<file path="config.mk">
export PLATFORM = sky130hd
export DESIGN_NAME = axi_lite_read_slave_ctrl_flat
export DESIGN_NICKNAME = d
export VERILOG_FILES = /design/src/rtl/axi_lite_read_slave_ctrl_if.sv /design/src/rtl/axi_lite_read_slave_ctrl.sv /design/src/flat_wrapper.sv
export SDC_FILE = /design/constraint.sdc
export NUM_CORES = 1
export LEC_CHECK = 0
export ABC_AREA = 1
export CELL_PAD_IN_SITES_DETAIL_PLACEMENT = 1
export CELL_PAD_IN_SITES_GLOBAL_PLACEMENT = 1
export CORE_AREA = 2 2 109 79
export DETAILED_ROUTE_END_ITERATION = 7
export DIE_AREA = 0 0 111 81
export GPL_TIMING_DRIVEN = 1
export PLACE_DENSITY_LB_ADDON = 0.1
export SLEW_MARGIN = 5
export SYNTH_ARGS = -nofsm -noshare
export SYNTH_HDL_FRONTEND = slang
export SYNTH_SLANG_ARGS = --single-unit
</file>
<file path="constraint.sdc">
create_clock -name ACLK -period 1.9 [get_ports ACLK]
set_input_delay 0.475 -clock ACLK [delete_from_list [all_inputs] [get_ports ACLK]]
set_output_delay 0.475 -clock ACLK [all_outputs]
set_load 0.03 [all_outputs]
</file>
<file path="src/rtl/axi_lite_read_slave_ctrl_if.sv">
`default_nettype none
// ============================================================================
//  Module   : axi_lite_read_slave_ctrl_if
//  Purpose  : AXI4-Lite read-address (AR) and read-data (R) channel bundle.
//  Signals  : ARADDR/ARVALID/ARREADY  - read address channel
//             RDATA/RRESP/RVALID/RREADY - read data channel
//  Modports : master (drives AR, accepts R), slave (accepts AR, drives R)
//  Revision : 1.0  initial release
// ============================================================================
interface axi_lite_read_slave_ctrl_if #(
  parameter int ADDR_WIDTH = 32,
  parameter int DATA_WIDTH = 32
);
  logic [ADDR_WIDTH-1:0] ARADDR;
  logic                  ARVALID;
  logic                  ARREADY;
  logic [DATA_WIDTH-1:0] RDATA;
  logic [1:0]            RRESP;
  logic                  RVALID;
  logic                  RREADY;

  modport master (
    output ARADDR, ARVALID, RREADY,
    input  ARREADY, RDATA, RRESP, RVALID
  );

  modport slave (
    input  ARADDR, ARVALID, RREADY,
    output ARREADY, RDATA, RRESP, RVALID
  );
endinterface
`default_nettype wire

</file>
<file path="src/rtl/axi_lite_read_slave_ctrl.sv">
`default_nettype none
// ============================================================================
//  Module   : axi_lite_read_slave_ctrl
//  Purpose  : AXI4-Lite slave read controller. Accepts one AR beat, decodes
//             it, strobes a single register-file read and returns RDATA/RRESP
//             on the R channel with a fixed latency.
//  Ports    : ACLK, ARESETn (async, active-low)
//             axi          - AR/R channels (slave modport)
//             reg_rd_en    - one-cycle register-file read strobe
//             reg_rd_idx   - word index of the read
//             reg_rd_data  - register data, sampled at the end of the strobe
//             reg_rd_err   - backend error, sampled with reg_rd_data
//  Options  : AR_SKID_EN - one-entry AR buffer so a second read can be
//             accepted while the first is in flight.
//  Revision : 1.0  initial release
// ============================================================================
module axi_lite_read_slave_ctrl #(
  parameter int ADDR_WIDTH = 32,
  parameter int DATA_WIDTH = 32,
  parameter int NUM_REGS   = 16,
  localparam int IDX_W     = (NUM_REGS > 1) ? $clog2(NUM_REGS) : 1
) (
  input  wire logic                  ACLK,
  input  wire logic                  ARESETn,
  axi_lite_read_slave_ctrl_if.slave  axi,
  output logic                       reg_rd_en,
  output logic [IDX_W-1:0]           reg_rd_idx,
  input  wire logic [DATA_WIDTH-1:0] reg_rd_data,
  input  wire logic                  reg_rd_err
);

  localparam logic [1:0] c_RESP_OKAY   = 2'b00;
  localparam logic [1:0] c_RESP_SLVERR = 2'b10;
  localparam logic [1:0] c_RESP_DECERR = 2'b11;
  localparam logic [ADDR_WIDTH-1:0] c_NUM_WORDS = ADDR_WIDTH'(NUM_REGS);

  typedef enum logic [1:0] {
    S_IDLE = 2'd0,
    S_RD   = 2'd1,
    S_RESP = 2'd2
  } state_t;

  state_t                r_state;
  state_t                w_state_nxt;
  logic                  r_live;      // low until the first edge after reset release
  logic [IDX_W-1:0]      r_idx;
  logic [1:0]            r_dec;       // decode result of the read in flight
  logic [DATA_WIDTH-1:0] r_rdata;
  logic [1:0]            r_rresp;

  logic                  w_arready;
  logic                  w_load_ar;   // load the current AR beat into the in-flight slot
  logic [ADDR_WIDTH-1:0] w_word_addr;
  logic [1:0]            w_ar_dec;
  logic [IDX_W-1:0]      w_ar_idx;

`ifdef AR_SKID_EN
  logic                  r_skid_vld;
  logic [IDX_W-1:0]      r_skid_idx;
  logic [1:0]            r_skid_dec;
  logic                  w_skid_push;
  logic                  w_skid_pop;
`endif

  // Address decode: misalignment wins over range. The whole word address is
  // compared so high address bits never alias onto the register file.
  assign w_word_addr = axi.ARADDR >> 2;
  assign w_ar_idx    = axi.ARADDR[IDX_W+1:2];

  always_comb begin
    w_ar_dec = c_RESP_OKAY;
    if (axi.ARADDR[1:0] != 2'b00) begin
      w_ar_dec = c_RESP_SLVERR;
    end else if (w_word_addr >= c_NUM_WORDS) begin
      w_ar_dec = c_RESP_DECERR;
    end
  end

  // --------------------------------------------------------------------------
  // FSM
  // --------------------------------------------------------------------------
  always_ff @(posedge ACLK or negedge ARESETn) begin
    if (!ARESETn) begin
      r_state <= S_IDLE;
      r_live  <= 1'b0;
    end else begin
      r_state <= w_state_nxt;
      r_live  <= 1'b1;
    end
  end

  always_comb begin
    w_state_nxt = r_state;
    w_arready   = 1'b0;
    w_load_ar   = 1'b0;
`ifdef AR_SKID_EN
    w_skid_push = 1'b0;
    w_skid_pop  = 1'b0;
`endif
    unique case (r_state)
      S_IDLE: begin
        w_arready = r_live;
        if (axi.ARVALID && r_live) begin
          w_load_ar   = 1'b1;
          w_state_nxt = S_RD;
        end
      end
      S_RD: begin
`ifdef AR_SKID_EN
        w_arready   = !r_skid_vld;
        w_skid_push = axi.ARVALID && !r_skid_vld;
`endif
        w_state_nxt = S_RESP;
      end
      S_RESP: begin
`ifdef AR_SKID_EN
        w_arready = !r_skid_vld;
        if (axi.RREADY) begin
          if (r_skid_vld) begin
            w_skid_pop  = 1'b1;
            w_state_nxt = S_RD;
          end else if (axi.ARVALID) begin
            // Buffer empty and a beat accepted on the same edge as the
            // response: it goes straight into the in-flight slot.
            w_load_ar   = 1'b1;
            w_state_nxt = S_RD;
          end else begin
            w_state_nxt = S_IDLE;
          end
        end else begin
          w_skid_push = axi.ARVALID && !r_skid_vld;
        end
`else
        if (axi.RREADY) begin
          w_state_nxt = S_IDLE;
        end
`endif
      end
      default: w_state_nxt = S_IDLE;
    endcase
  end

  // --------------------------------------------------------------------------
  // Datapath: in-flight slot and response registers
  // --------------------------------------------------------------------------
  always_ff @(posedge ACLK or negedge ARESETn) begin
    if (!ARESETn) begin
      r_idx   <= '0;
      r_dec   <= c_RESP_OKAY;
      r_rdata <= '0;
      r_rresp <= c_RESP_OKAY;
    end else begin
      if (w_load_ar) begin
        r_idx <= w_ar_idx;
        r_dec <= w_ar_dec;
      end
`ifdef AR_SKID_EN
      else if (w_skid_pop) begin
        r_idx <= r_skid_idx;
        r_dec <= r_skid_dec;
      end
`endif
      // Response captured at the edge that ends the read cycle; an error of
      // either kind returns zero data.
      if (r_state == S_RD) begin
        if (r_dec != c_RESP_OKAY) begin
          r_rdata <= '0;
          r_rresp <= r_dec;
        end else if (reg_rd_err) begin
          r_rdata <= '0;
          r_rresp <= c_RESP_SLVERR;
        end else begin
          r_rdata <= reg_rd_data;
          r_rresp <= c_RESP_OKAY;
        end
      end
    end
  end

`ifdef AR_SKID_EN
  always_ff @(posedge ACLK or negedge ARESETn) begin
    if (!ARESETn) begin
      r_skid_vld <= 1'b0;
      r_skid_idx <= '0;
      r_skid_dec <= c_RESP_OKAY;
    end else if (w_skid_push) begin
      r_skid_vld <= 1'b1;
      r_skid_idx <= w_ar_idx;
      r_skid_dec <= w_ar_dec;
    end else if (w_skid_pop) begin
      r_skid_vld <= 1'b0;
    end
  end
`endif

  // --------------------------------------------------------------------------
  // Outputs
  // --------------------------------------------------------------------------
  assign axi.ARREADY = w_arready;
  assign axi.RVALID  = (r_state == S_RESP);
  assign axi.RDATA   = r_rdata;
  assign axi.RRESP   = r_rresp;
  assign reg_rd_en   = (r_state == S_RD) && (r_dec == c_RESP_OKAY);
  assign reg_rd_idx  = r_idx;

endmodule
`default_nettype wire
</file>
<file path="src/flat_wrapper.sv">
// flat-port wrapper written by rule: the top's interface ports become plain ports
module axi_lite_read_slave_ctrl_flat 
#(
  parameter int ADDR_WIDTH = 32,
  parameter int DATA_WIDTH = 32,
  parameter int NUM_REGS   = 16,
  localparam int IDX_W     = (NUM_REGS > 1) ? $clog2(NUM_REGS) : 1
)
  (ACLK, ARESETn, reg_rd_en, reg_rd_idx, reg_rd_data, reg_rd_err, axi_ARADDR, axi_ARVALID, axi_RREADY, axi_ARREADY, axi_RDATA, axi_RRESP, axi_RVALID);
  axi_lite_read_slave_ctrl_if #(.ADDR_WIDTH(ADDR_WIDTH), .DATA_WIDTH(DATA_WIDTH)) axi_i ();
  input  wire logic ACLK;
  input  wire logic ARESETn;
  output logic reg_rd_en;
  output logic [IDX_W-1:0] reg_rd_idx;
  input  wire logic [DATA_WIDTH-1:0] reg_rd_data;
  input  wire logic reg_rd_err;
  input wire logic [$bits(axi_i.ARADDR)-1:0] axi_ARADDR;
  input wire logic [$bits(axi_i.ARVALID)-1:0] axi_ARVALID;
  input wire logic [$bits(axi_i.RREADY)-1:0] axi_RREADY;
  output wire logic [$bits(axi_i.ARREADY)-1:0] axi_ARREADY;
  output wire logic [$bits(axi_i.RDATA)-1:0] axi_RDATA;
  output wire logic [$bits(axi_i.RRESP)-1:0] axi_RRESP;
  output wire logic [$bits(axi_i.RVALID)-1:0] axi_RVALID;
  assign axi_i.ARADDR = axi_ARADDR;
  assign axi_i.ARVALID = axi_ARVALID;
  assign axi_i.RREADY = axi_RREADY;
  assign axi_ARREADY = axi_i.ARREADY;
  assign axi_RDATA = axi_i.RDATA;
  assign axi_RRESP = axi_i.RRESP;
  assign axi_RVALID = axi_i.RVALID;
  axi_lite_read_slave_ctrl #(.ADDR_WIDTH(ADDR_WIDTH), .DATA_WIDTH(DATA_WIDTH), .NUM_REGS(NUM_REGS)) u_core (.ACLK(ACLK), .ARESETn(ARESETn), .axi(axi_i), .reg_rd_en(reg_rd_en), .reg_rd_idx(reg_rd_idx), .reg_rd_data(reg_rd_data), .reg_rd_err(reg_rd_err));
endmodule
</file>
# After elaboration in Yosys (flattened, before gate mapping)
# Cells that the tools add are included.
# W data, S select, Z words.
word_totals:
  ff_bits: 43
  latchBits: 0
  ram_bits: 0
  rom_bits: 0
  input_bits: 69
  output_inout_bits: 41
  elab_cells: 30
  n_memories: 0
op_classes:
  n_addsub: 0
  multipliers: 0
  div_mod_pow: 0
  magnitude_cmp: 1
  n_eq_ne: 4
  n_shift: 0
  muxes: 12
  bitwise: 0
  reduce_logical: 7
ops:
  columns: ["op", "count"]
  rows:
  - ["$mux W32", 2]
  - ["$ge A30 B5 Y1 const B", 1]
  - ["$mux W2", 6]
  - ["$pmux W2 S3", 1]
  - ["$logic_not A2 Y1", 2]
  - ["$reduce_bool A2 Y1", 2]
  - ["$mux W1", 3]
  - ["$eq A2 B1 Y1 const B", 1]
  - ["$eq A2 B2 Y1 const B", 1]
  - ["$logic_and A1 B1 Y1", 2]
  - ["$ne A2 B1 Y1 const B", 1]
  - ["$ne A2 B2 Y1 const B", 1]
  - ["$reduce_and A2 Y1", 1]

# Depth between registers and ports, before layout
# Gate-level depths: netlist (run 1).
depth:
  word_depth: 3
  mapped_depth: 7
  depth_no_buf: 7

# Worst setup path before layout (run 1)
# OpenSTA, ideal clock, no wires.
synth_timing:
  path_kind: "register to output"
  from: "register u_core.r_state[1]"
  to: "output port reg_rd_en"
  t_arrival_ns: 0.966
  t_required_ns: 1.425
  setup_slack_ns: 0.459
  path_stages_with_launch: 5
  path_buffers: 1
  path_cell_list: "dfrtp_1 nor2_4 nand2_2 buf_6 inv_1"
synth_via:
  elab_chain_len: 2
synth_lines:
  columns: ["item", "line", "text"]
  rows:
  - ["start, declared", "axi_lite_read_slave_ctrl.sv:43", "state_t r_state;"]
  - ["start signal, assigned", "axi_lite_read_slave_ctrl.sv:87", "r_state <= w_state_nxt;"]
  - ["$eq A2 B1 Y1", "axi_lite_read_slave_ctrl.sv:203", "assign reg_rd_en = (r_state == S_RD) && (r_dec == c_RESP_OKAY);"]
  - ["$logic_and A1 B1 Y1", "axi_lite_read_slave_ctrl.sv:203", null]
  - ["end, declared", "flat_wrapper.sv:13", "output logic reg_rd_en;"]
# Every way passes these cells.

# Worst setup path after layout (run 1)
layout_timing:
  from: "register u_core.r_rresp[1], in the netlist u_core.axi.RRESP[1]"
  to: "output port axi_RRESP[1]"
layout_lines:
  columns: ["item", "line", "text"]
  rows:
  - ["start, declared", "axi_lite_read_slave_ctrl.sv:49", "logic [1:0] r_rresp;"]
  - ["start signal, assigned", "axi_lite_read_slave_ctrl.sv:151", "r_rresp <= c_RESP_OKAY;"]
  - ["start signal, assigned", "axi_lite_read_slave_ctrl.sv:168", "r_rresp <= r_dec;"]
  - ["start signal, assigned", "axi_lite_read_slave_ctrl.sv:171", "r_rresp <= c_RESP_SLVERR;"]
  - ["end, declared", "flat_wrapper.sv:22", "output wire logic [$bits(axi_i.RRESP)-1:0] axi_RRESP;"]
# No word-level cell between the ends.

==> flow_summary.ini, run 1 <==
[power]
clockPowerShare = 0.358
vdd.ir_drop.worst_uv = 338.0
switching_share = 0.2647
combPwrFrac = 0.215
power_w = 0.002345
cellLeakagePower_nw = 1.428
p_int_w = 0.001724
p_switching_w = 0.0006206
pwr_density_cell_nw_per_um2 = 716.4
seqPwrFrac = 0.427

[synth]
ys_types = 18
syn_inst = 215
ys_seq_elements = 43
synth.cell_area_um2 = 1941
ys_warn_count = 0
syn-num-nets = 284
avgSynthCellArea_um2 = 9.026
seq_area_frac_synth = 0.5545

[place]
routabilityCongestion = 0.7271
portBuffers = 109
dp_hpwl_um = 4253
place_inst = 427

[setup_path]
cp_slowest_stage_delay_ns = 0.71
critPathRequiredTime_ns = 1.42
regToRegStartpoint = u_core.r_state[0]
reg2reg_to = u_core.axi.RDATA[4]
cp_num_buf_inv = 1
crit_chain = clkdlybuf4s50_1
crit_start = u_core.axi.RRESP[1]
cp-end-kind = output pin
path_class = reg -> out
crit_path_top_delay_cell = clkdlybuf4s50_1
crit_family = buffers and inverters
cp-start-kind = flop
crit_cells = 1
worst-r2r-cell-count = 6
cp-endpoint = axi_RRESP[1]
arrival_ns = 1.33
crit_fanout = 2
reg2reg_setup_slack_ns = 0.54

[die]
initial_core_util = 0.2398
coreArea_um2 = 8093
io_pins = 110
die_w_um = 111
die_area_um2 = 8991
die_y_um = 81
rows = 28

[drt]
vias_per_cell = 4.113
vias = 1785
first_pass_iters = 4
postRouteAntennaNets = 0
drt_iter0_markers = 58
drc_errors = 0
wl_um = 5619
routedWlPerCell_um = 12.95

[timing]
drv_slew = 0
min_period_ns = 1.808
hold_slack_ns = 0.1381
setup_viol = 0
finalClockSkew_ns = 0.003019
tns_ns = 0
fmax_mhz = 553.0
grt_setup_unrepaired = no
min_period_over_period = 0.9517
hold_viol_final = 0

[cts]
clk_pin_slew_ns = 0.06
postCtsSetupBuffers = 0
cts.sinks = 43
root_buffer = clkbuf_16
cts_buffer_depth = 2
clock_latency_ns = 0.28
cts_buffers = 5
cts_tree = yes
cts_max_level = 2

[global_routing]
grt_use_met2 = 0.2110
grt_start_max_net_pins = 22
grt_overflow = 0
grt.met3_usage = 0.04776
use_met1 = 0.1832
grt_pass1_vias = 2017
grt_pass1_wl_um = 9687
antenna_found_initial = 0
busiest_layer = met2
grt_use_total = 0.1354

[flow_run]
cap_violations = 0

[finish]
drive_gt1_frac = 0.1398
seq_area_um2 = 1076
multi_input_area_um2 = 749.5
final_cells = 434
antenna_cells = 0
nNetsFinal = 398
final_util = 0.4045
area_growth_pct = 68.67
n_fill_cell = 953

[run_status]
outcome = finished clean

[worst_hold_path]
min_path_type = in -> async
-- flip-flops by register name, summed over array words and instances, names as in the netlist --
name	count
u_core.r_live	1
u_core.reg_rd_idx	4
u_core.r_dec	2
u_core.axi.RRESP	2
u_core.r_state	2
u_core.axi.RDATA	32
-- timing repair --
action,in CTS,in global routing
gates resized for setup,2,0
hold buffers,0,0
endpoints found under the setup margin,2,0
-- worst register-to-register path: stages (launching register included) --
cell and delay, ns:
dfrtp_1 0.41, inv_4 0.09, nor2_4 0.04, inv_2 0.28, buf_4 0.31, nand2_1 0.07
o21ai_0 0.08
-- cell usage after synthesis --
| cell type | count | area, um2 |
|---|---|---|
| a21oi_1 | 2 | 10.01 |
| buf_2 | 4 | 20.02 |
| buf_6 | 5 | 56.30 |
| conb_1 | 1 | 3.750 |
| dfrtp_1 | 43 | 1076 |
| inv_1 | 5 | 18.77 |
| inv_2 | 2 | 7.510 |
| inv_4 | 2 | 12.51 |
| nand2_1 | 88 | 330.3 |
| nand2_2 | 2 | 12.51 |
| nand2_4 | 1 | 11.26 |
| nor2_1 | 21 | 78.83 |
| nor2_4 | 1 | 11.26 |
| nor2_8 | 1 | 20.02 |
| nor3_4 | 1 | 16.27 |
| o21ai_0 | 5 | 25.02 |
| o21ai_1 | 11 | 55.05 |
| o21ai_2 | 20 | 175.2 |
-- routing by layer --
layer  wire length (um)  share of wire
met1               2776           0.49
met2               2334           0.42
met3                477          0.085
met4                 30         0.0053
met5                  0              0
-- kinds of logic after synthesis --
family                 count (synthesis)  synth area share
buffers and inverters                 18           0.05932
other                                  1          0.001932
flip-flops                            43            0.5545
AO/OA/AOI/OAI                         38            0.1367
AND/OR/NAND/NOR                      115            0.2476
-- worst min path at each step --
stage,to,slack [ns],cells past startpoint
6_report,u_core.axi.RDATA[30],0.14,1
5_1_grt,u_core.axi.RDATA[30],0.16,1
3_5_place_dp,u_core.axi.RDATA[30],0.45,1
2_1_floorplan,u_core.axi.RDATA[0],0.18,0
3_3_place_gp,u_core.axi.RDATA[30],0.44,1
4_1_cts,u_core.axi.RDATA[30],0.15,1
-- stage by stage --
stage               instance area (um2)  worst slack (ns)
global route                       3273          0.001454
global placement                   3132            0.1095
detailed placement                 3132           0.09810
finish                             3273           0.09173
floorplan                          1941            0.4591
CTS                                3273           0.06525
-- placed cells by master (no fill, tap or decap) --
| master | instances |
|---|---|
| nand2_4 | 1 |
| nand2_2 | 2 |
| nor2_8 | 1 |
| a21oi_1 | 2 |
| o21ai_0 | 5 |
| clkbuf_8 | 1 |
| nor2_4 | 1 |
| nor3_4 | 1 |
| clkdlybuf4s50_1 | 105 |
| nor2_1 | 21 |
| conb_1 | 1 |
| clkinv_2 | 1 |
| nand2_1 | 88 |
| inv_2 | 2 |
| clkbuf_16 | 5 |
| inv_4 | 2 |
| dfrtp_1 | 43 |
| o21ai_1 | 11 |
| buf_2 | 1 |
| dlygate4sd2_1 | 2 |
| buf_4 | 8 |
| o21ai_2 | 20 |
| inv_1 | 5 |
-- cell type report --
cell class / instances / share of cell area
Clock buffer: 6 / 0.04243
Clock inverter: 1 / 0.001529
Inverter: 9 / 0.01185
Multi-Input combinational cell: 154 / 0.2290
Sequential cell: 43 / 0.3287
Tap cell: 105 / 0.04014
Timing Repair Buffer: 116 / 0.3463
-- power by group through the flow --
stage | combinational (W) | sequential [W] | clock, W
2_1_floorplan | 0.000144 | 0.00109 | 0
3_3_place_gp | 0.000514 | 0.00102 | 0
3_5_place_dp | 0.000517 | 0.00102 | 0
4_1_cts | 0.000515 | 0.00100 | 0.000878
5_1_grt | 0.000553 | 0.00101 | 0.000919
6_report | 0.000504 | 0.00100 | 0.000840
Power figures use the tool's default switching activity.
==> inputs of run 2 (changes only) <==
CELL_PAD_IN_SITES_DETAIL_PLACEMENT = 2   (was 1)
CELL_PAD_IN_SITES_GLOBAL_PLACEMENT = 2   (was 1)
CORE_AREA = 2 2 116 84   (was 2 2 109 79)
DIE_AREA = 0 0 118 86   (was 0 0 111 81)
==> flow_summary.ini, run 2 (same netlist as run 1, synthesis figures left out) <==
[worst_hold_path]
min_path_type = in -> async

[cts]
clk_pin_slew_ns = 0.06
clock_latency_ns = 0.28
cts.sinks = 43
cts_buffer_depth = 2
root_buffer = clkbuf_16
postCtsSetupBuffers = 0
cts_buffers = 5
cts_tree = yes
cts_max_level = 2

[timing]
hold_viol_final = 0
drv_slew = 0
min_period_ns = 1.819
slew-limit-headroom = 0.5651
tns_ns = 0
worst_pin_slew_ns = 0.6514
finalClockSkew_ns = 0.002812
min_period_over_period = 0.9575
grt_setup_unrepaired = no
fmax_mhz = 549.7
setup_viol = 0

[die]
rows = 29
initial_core_util = 0.2165
die_area_um2 = 10150
coreArea_um2 = 8962
die_y_um = 86
die_w_um = 118
io_pins = 110

[drt]
drt_iter0_markers = 55
wl_um = 6279
vias_per_cell = 4.058
routedWlPerCell_um = 13.89
first_pass_iters = 4
drc_errors = 0
vias = 1834
postRouteAntennaNets = 0

[setup_path]
cp-start-kind = flop
cp_slowest_stage_delay_ns = 0.71
cp-end-kind = output pin
crit_family = buffers and inverters
regToRegStartpoint = u_core.r_state[0]
critPathRequiredTime_ns = 1.42
reg2reg_setup_slack_ns = 0.55
crit_path_top_delay_cell = clkdlybuf4s50_1
worst-r2r-cell-count = 4
crit_start = u_core.axi.RDATA[20]
crit_fanout = 2
crit_chain = clkdlybuf4s50_1
reg2reg_to = u_core.r_state[1]
cp_num_buf_inv = 1
path_class = reg -> out
arrival_ns = 1.34

[global_routing]
grt_overflow = 0
grt_pass1_vias = 2012
antenna_found_initial = 0
grt_start_max_net_pins = 44
grt_use_total = 0.1317
grt_pass1_wl_um = 10520

[finish]
area_growth_pct = 70.47
layout_commonest_cell = clkdlybuf4s50_1
largest_reg_flops = 32
drive_gt1_frac = 0.1341
n_fill_cell = 1037
final_util = 0.3691
layout_common_cells = 105 x clkdlybuf4s50_1, 88 x nand2_1, 43 x dfrtp_1
antenna_cells = 0
nNetsFinal = 396

[place]
dp_hpwl_um = 4702
portBuffers = 109
routabilityCongestion = 0.6900

[flow_run]
cap_violations = 0

[power]
pwr_density_cell_nw_per_um2 = 726.9
cellLeakagePower_nw = 1.426
vdd.ir_drop.worst_uv = 333.0

[run_status]
outcome = finished clean
==> run 2: metal layers <==
metal  global-route usage  routed length (um)  up-vias
li1                     -                   -      888
met1               0.1658                2867      887
met2               0.2273                3019       57
met3              0.04056                 364        2
met4              0.02300                  27        0
met5                    0                   0        -
==> run 2: per-stage QoR <==
stage | hold WS, ns | total power (W) | instance area, um2 | instances | setup WS (ns)
after floorplan | 0.1794 | 0.001238 | 1941 | 215 | 0.4591
after global placement | 0.4626 | 0.001534 | 3153 | 444 | 0.08733
after detailed placement | 0.4735 | 0.001540 | 3153 | 444 | 0.1024
after CTS | 0.1746 | 0.002459 | 3307 | 452 | 0.05831
after global routing | 0.1798 | 0.002543 | 3308 | 452 | 0.001194
final | 0.1566 | 0.002405 | 3308 | 452 | 0.08068
==> run 2: how the worst max path moves through the flow <==
stage                          endpoint  slack [ns]  cells past startpoint
after floorplan               reg_rd_en        0.46                      4
after global placement      axi_ARREADY        0.09                      4
after detailed placement    axi_ARREADY        0.10                      4
after CTS                 axi_RDATA[20]        0.06                      1
after global routing        axi_ARREADY       0.001                      4
final                     axi_RDATA[20]        0.08                      1
==> run 2: worst register-to-register path, stage by stage, from the launching register on <==
cell and delay [ns]:
dfrtp_1 0.41, inv_4 0.09, nor2_4 0.04, inv_2 0.48
o21ai_0 0.18
==> run 2: final cells by class <==
cell class,count,area (um2),share of cell area
inverter,9,38.79,0.01172
clock buffer,8,156.4,0.04728
multi-input combinational,154,749.5,0.2266
timing repair buffer,114,1132,0.3423
tap,124,155.1,0.04690
sequential,43,1076,0.3253
==> run 2: timing repair <==
| item | in CTS | in global routing |
|---|---|---|
| endpoints found under the hold margin | 0 | 0 |
| endpoints found under the setup margin | 2 | 1 |
| hold buffers | 0 | 0 |
| gates resized for setup | 2 | 1 |
==> run 2: power by group <==
| part | internal, W | switching (W) | total [W] | leakage, nW |
|---|---|---|---|---|
| logic | 0.000245 | 0.000261 | 0.000506 | 0.767 |
| registers | 0.000966 | 0.0000330 | 0.000999 | 0.581 |
| clock network | 0.000560 | 0.000340 | 0.000900 | 0.0772 |
==> inputs of run 3 (changes only) <==
CORE_AREA = 10 10 124 92   (was 2 2 116 84)
DIE_AREA = 0 0 134 102   (was 0 0 118 86)
==> flow_summary.ini, run 3 (same netlist as run 1, synthesis figures left out) <==
[run_status]
outcome = finished clean

[global_routing]
grt_overflow = 0
grt_pass1_vias = 2160
grt_use_total = 0.1102
grt_start_max_net_pins = 33
antenna_found_initial = 0
grt_pass1_wl_um = 11820

[power]
cellLeakagePower_nw = 1.446
vdd.ir_drop.worst_uv = 530.8
pwr_density_cell_nw_per_um2 = 784.0

[setup_path]
cp-end-kind = output pin
cp-endpoint = axi_RDATA[26]
crit_start = u_core.axi.RDATA[26]
reg2reg_setup_slack_ns = 0.60
path_class = reg -> out
crit_family = buffers and inverters
crit_cells = 1
crit_fanout = 2
cp_slowest_stage_delay_ns = 0.69
critPathRequiredTime_ns = 1.42
worst-r2r-cell-count = 5
arrival_ns = 1.35
cp_num_buf_inv = 1
reg2reg_to = u_core.axi.RDATA[4]
crit_path_top_delay_cell = clkdlybuf4s50_1
crit_chain = clkdlybuf4s50_1
regToRegStartpoint = u_core.r_state[0]
cp-start-kind = flop

[cts]
cts_buffer_depth = 2
cts_max_level = 2
clk_pin_slew_ns = 0.06
holdBufCountCts = 0
cts_resized = 2
clock_latency_ns = 0.28
root_buffer = clkbuf_16
cts_buffers = 5
cts.sinks = 43
cts_tree = yes
postCtsSetupBuffers = 0

[place]
portBuffers = 109
place_area_um2 = 3166
routabilityCongestion = 0.6920
dp_slack_ns = 0.05442
place_inst = 444
dp_hpwl_um = 5790

[timing]
fmax_mhz = 547.2
min_period_over_period = 0.9619
finalClockSkew_ns = 0.004077
grt_setup_unrepaired = no
hold_slack_ns = 0.1976
min_period_ns = 1.828
worst_slack_ns = 0.07246
drv_slew = 0
slew-limit-headroom = 0.5970
setup_viol = 0
tns_ns = 0
hold_viol_final = 0
worst_pin_slew_ns = 0.6046

[die]
coreArea_um2 = 8962
die_w_um = 134
io_pins = 110
initial_core_util = 0.2165
die_area_um2 = 13670
rows = 29
die_y_um = 102

[finish]
drive_gt1_frac = 0.1372
final_cells = 452
area_growth_pct = 72.53
largest_reg_flops = 32
antenna_cells = 0
layout_common_cells = 105 x clkdlybuf4s50_1, 88 x nand2_1, 43 x dfrtp_1
layout_commonest_cell = clkdlybuf4s50_1
nNetsFinal = 396
fin_area_um2 = 3348

[drt]
routedWlPerCell_um = 16.31
vias_per_cell = 4.058
vias = 1834
drc_errors = 0
first_pass_iters = 3
drt_iter0_markers = 57
wl_um = 7373
postRouteAntennaNets = 0

[worst_hold_path]
min_path_type = in -> async

[flow_run]
cap_violations = 0
==> run 3: cell types whose count changed in the layout (fill, tap and decap cells not counted), sizes merged <==
cell	previous run	this run
bufinv	0	2
clkbuf	8	7
clkdlybuf4s15	1	0
==> run 3: metal layers <==
metal  global-route usage  up-vias  share of wire
met3              0.04755        4          0.077
met1               0.1375      879           0.46
met2               0.1725       58           0.46
li1                     -      893              -
met5                    0        -              0
met4              0.02752        0         0.0072
==> run 3: power breakdown <==
| group | switching [W] | internal, W |
|---|---|---|
| Clock | 0.000351 | 0.000754 |
| Sequential | 0.0000347 | 0.000966 |
| Combinational | 0.000269 | 0.000250 |
| Total | 0.000655 | 0.00197 |
==> run 3: worst reg2reg max path: cells and delay by family, from the launching register on <==
kind,cells,cell delay (ns)
simple gates,2,0.10
buf+inv,2,0.51
compound gates,1,0.16
flops,1,0.41
==> run 3: how the worst min path moves through the flow <==
stage | from | end
global route | ARESETn | u_core.axi.RDATA[1]
global placement | u_core.reg_rd_idx[0] | u_core.reg_rd_idx[0]
finish | ARESETn | u_core.axi.RDATA[27]
floorplan | ARESETn | u_core.axi.RDATA[0]
detailed placement | u_core.reg_rd_idx[3] | u_core.reg_rd_idx[3]
CTS | ARESETn | u_core.axi.RDATA[0]
==> run 3: cell type report <==
type                       count  area [um2]
clock inverter                 2       60.06
inverter                       9       38.79
clock buffer                   6       128.9
sequential                    43        1076
multi-input combinational    154       749.5
timing repair buffer         114        1140
tap                          124       155.1
fill                        1013        5614
==> run 3: stage by stage <==
step / total power (W) / utilization
final: 0.002625 / 0.3736
after global routing: 0.002759 / 0.3736
after CTS: 0.002684 / 0.3740
after detailed placement: 0.001554 / 0.3532
after global placement: 0.001547 / 0.3532
after floorplan: 0.001238 / -
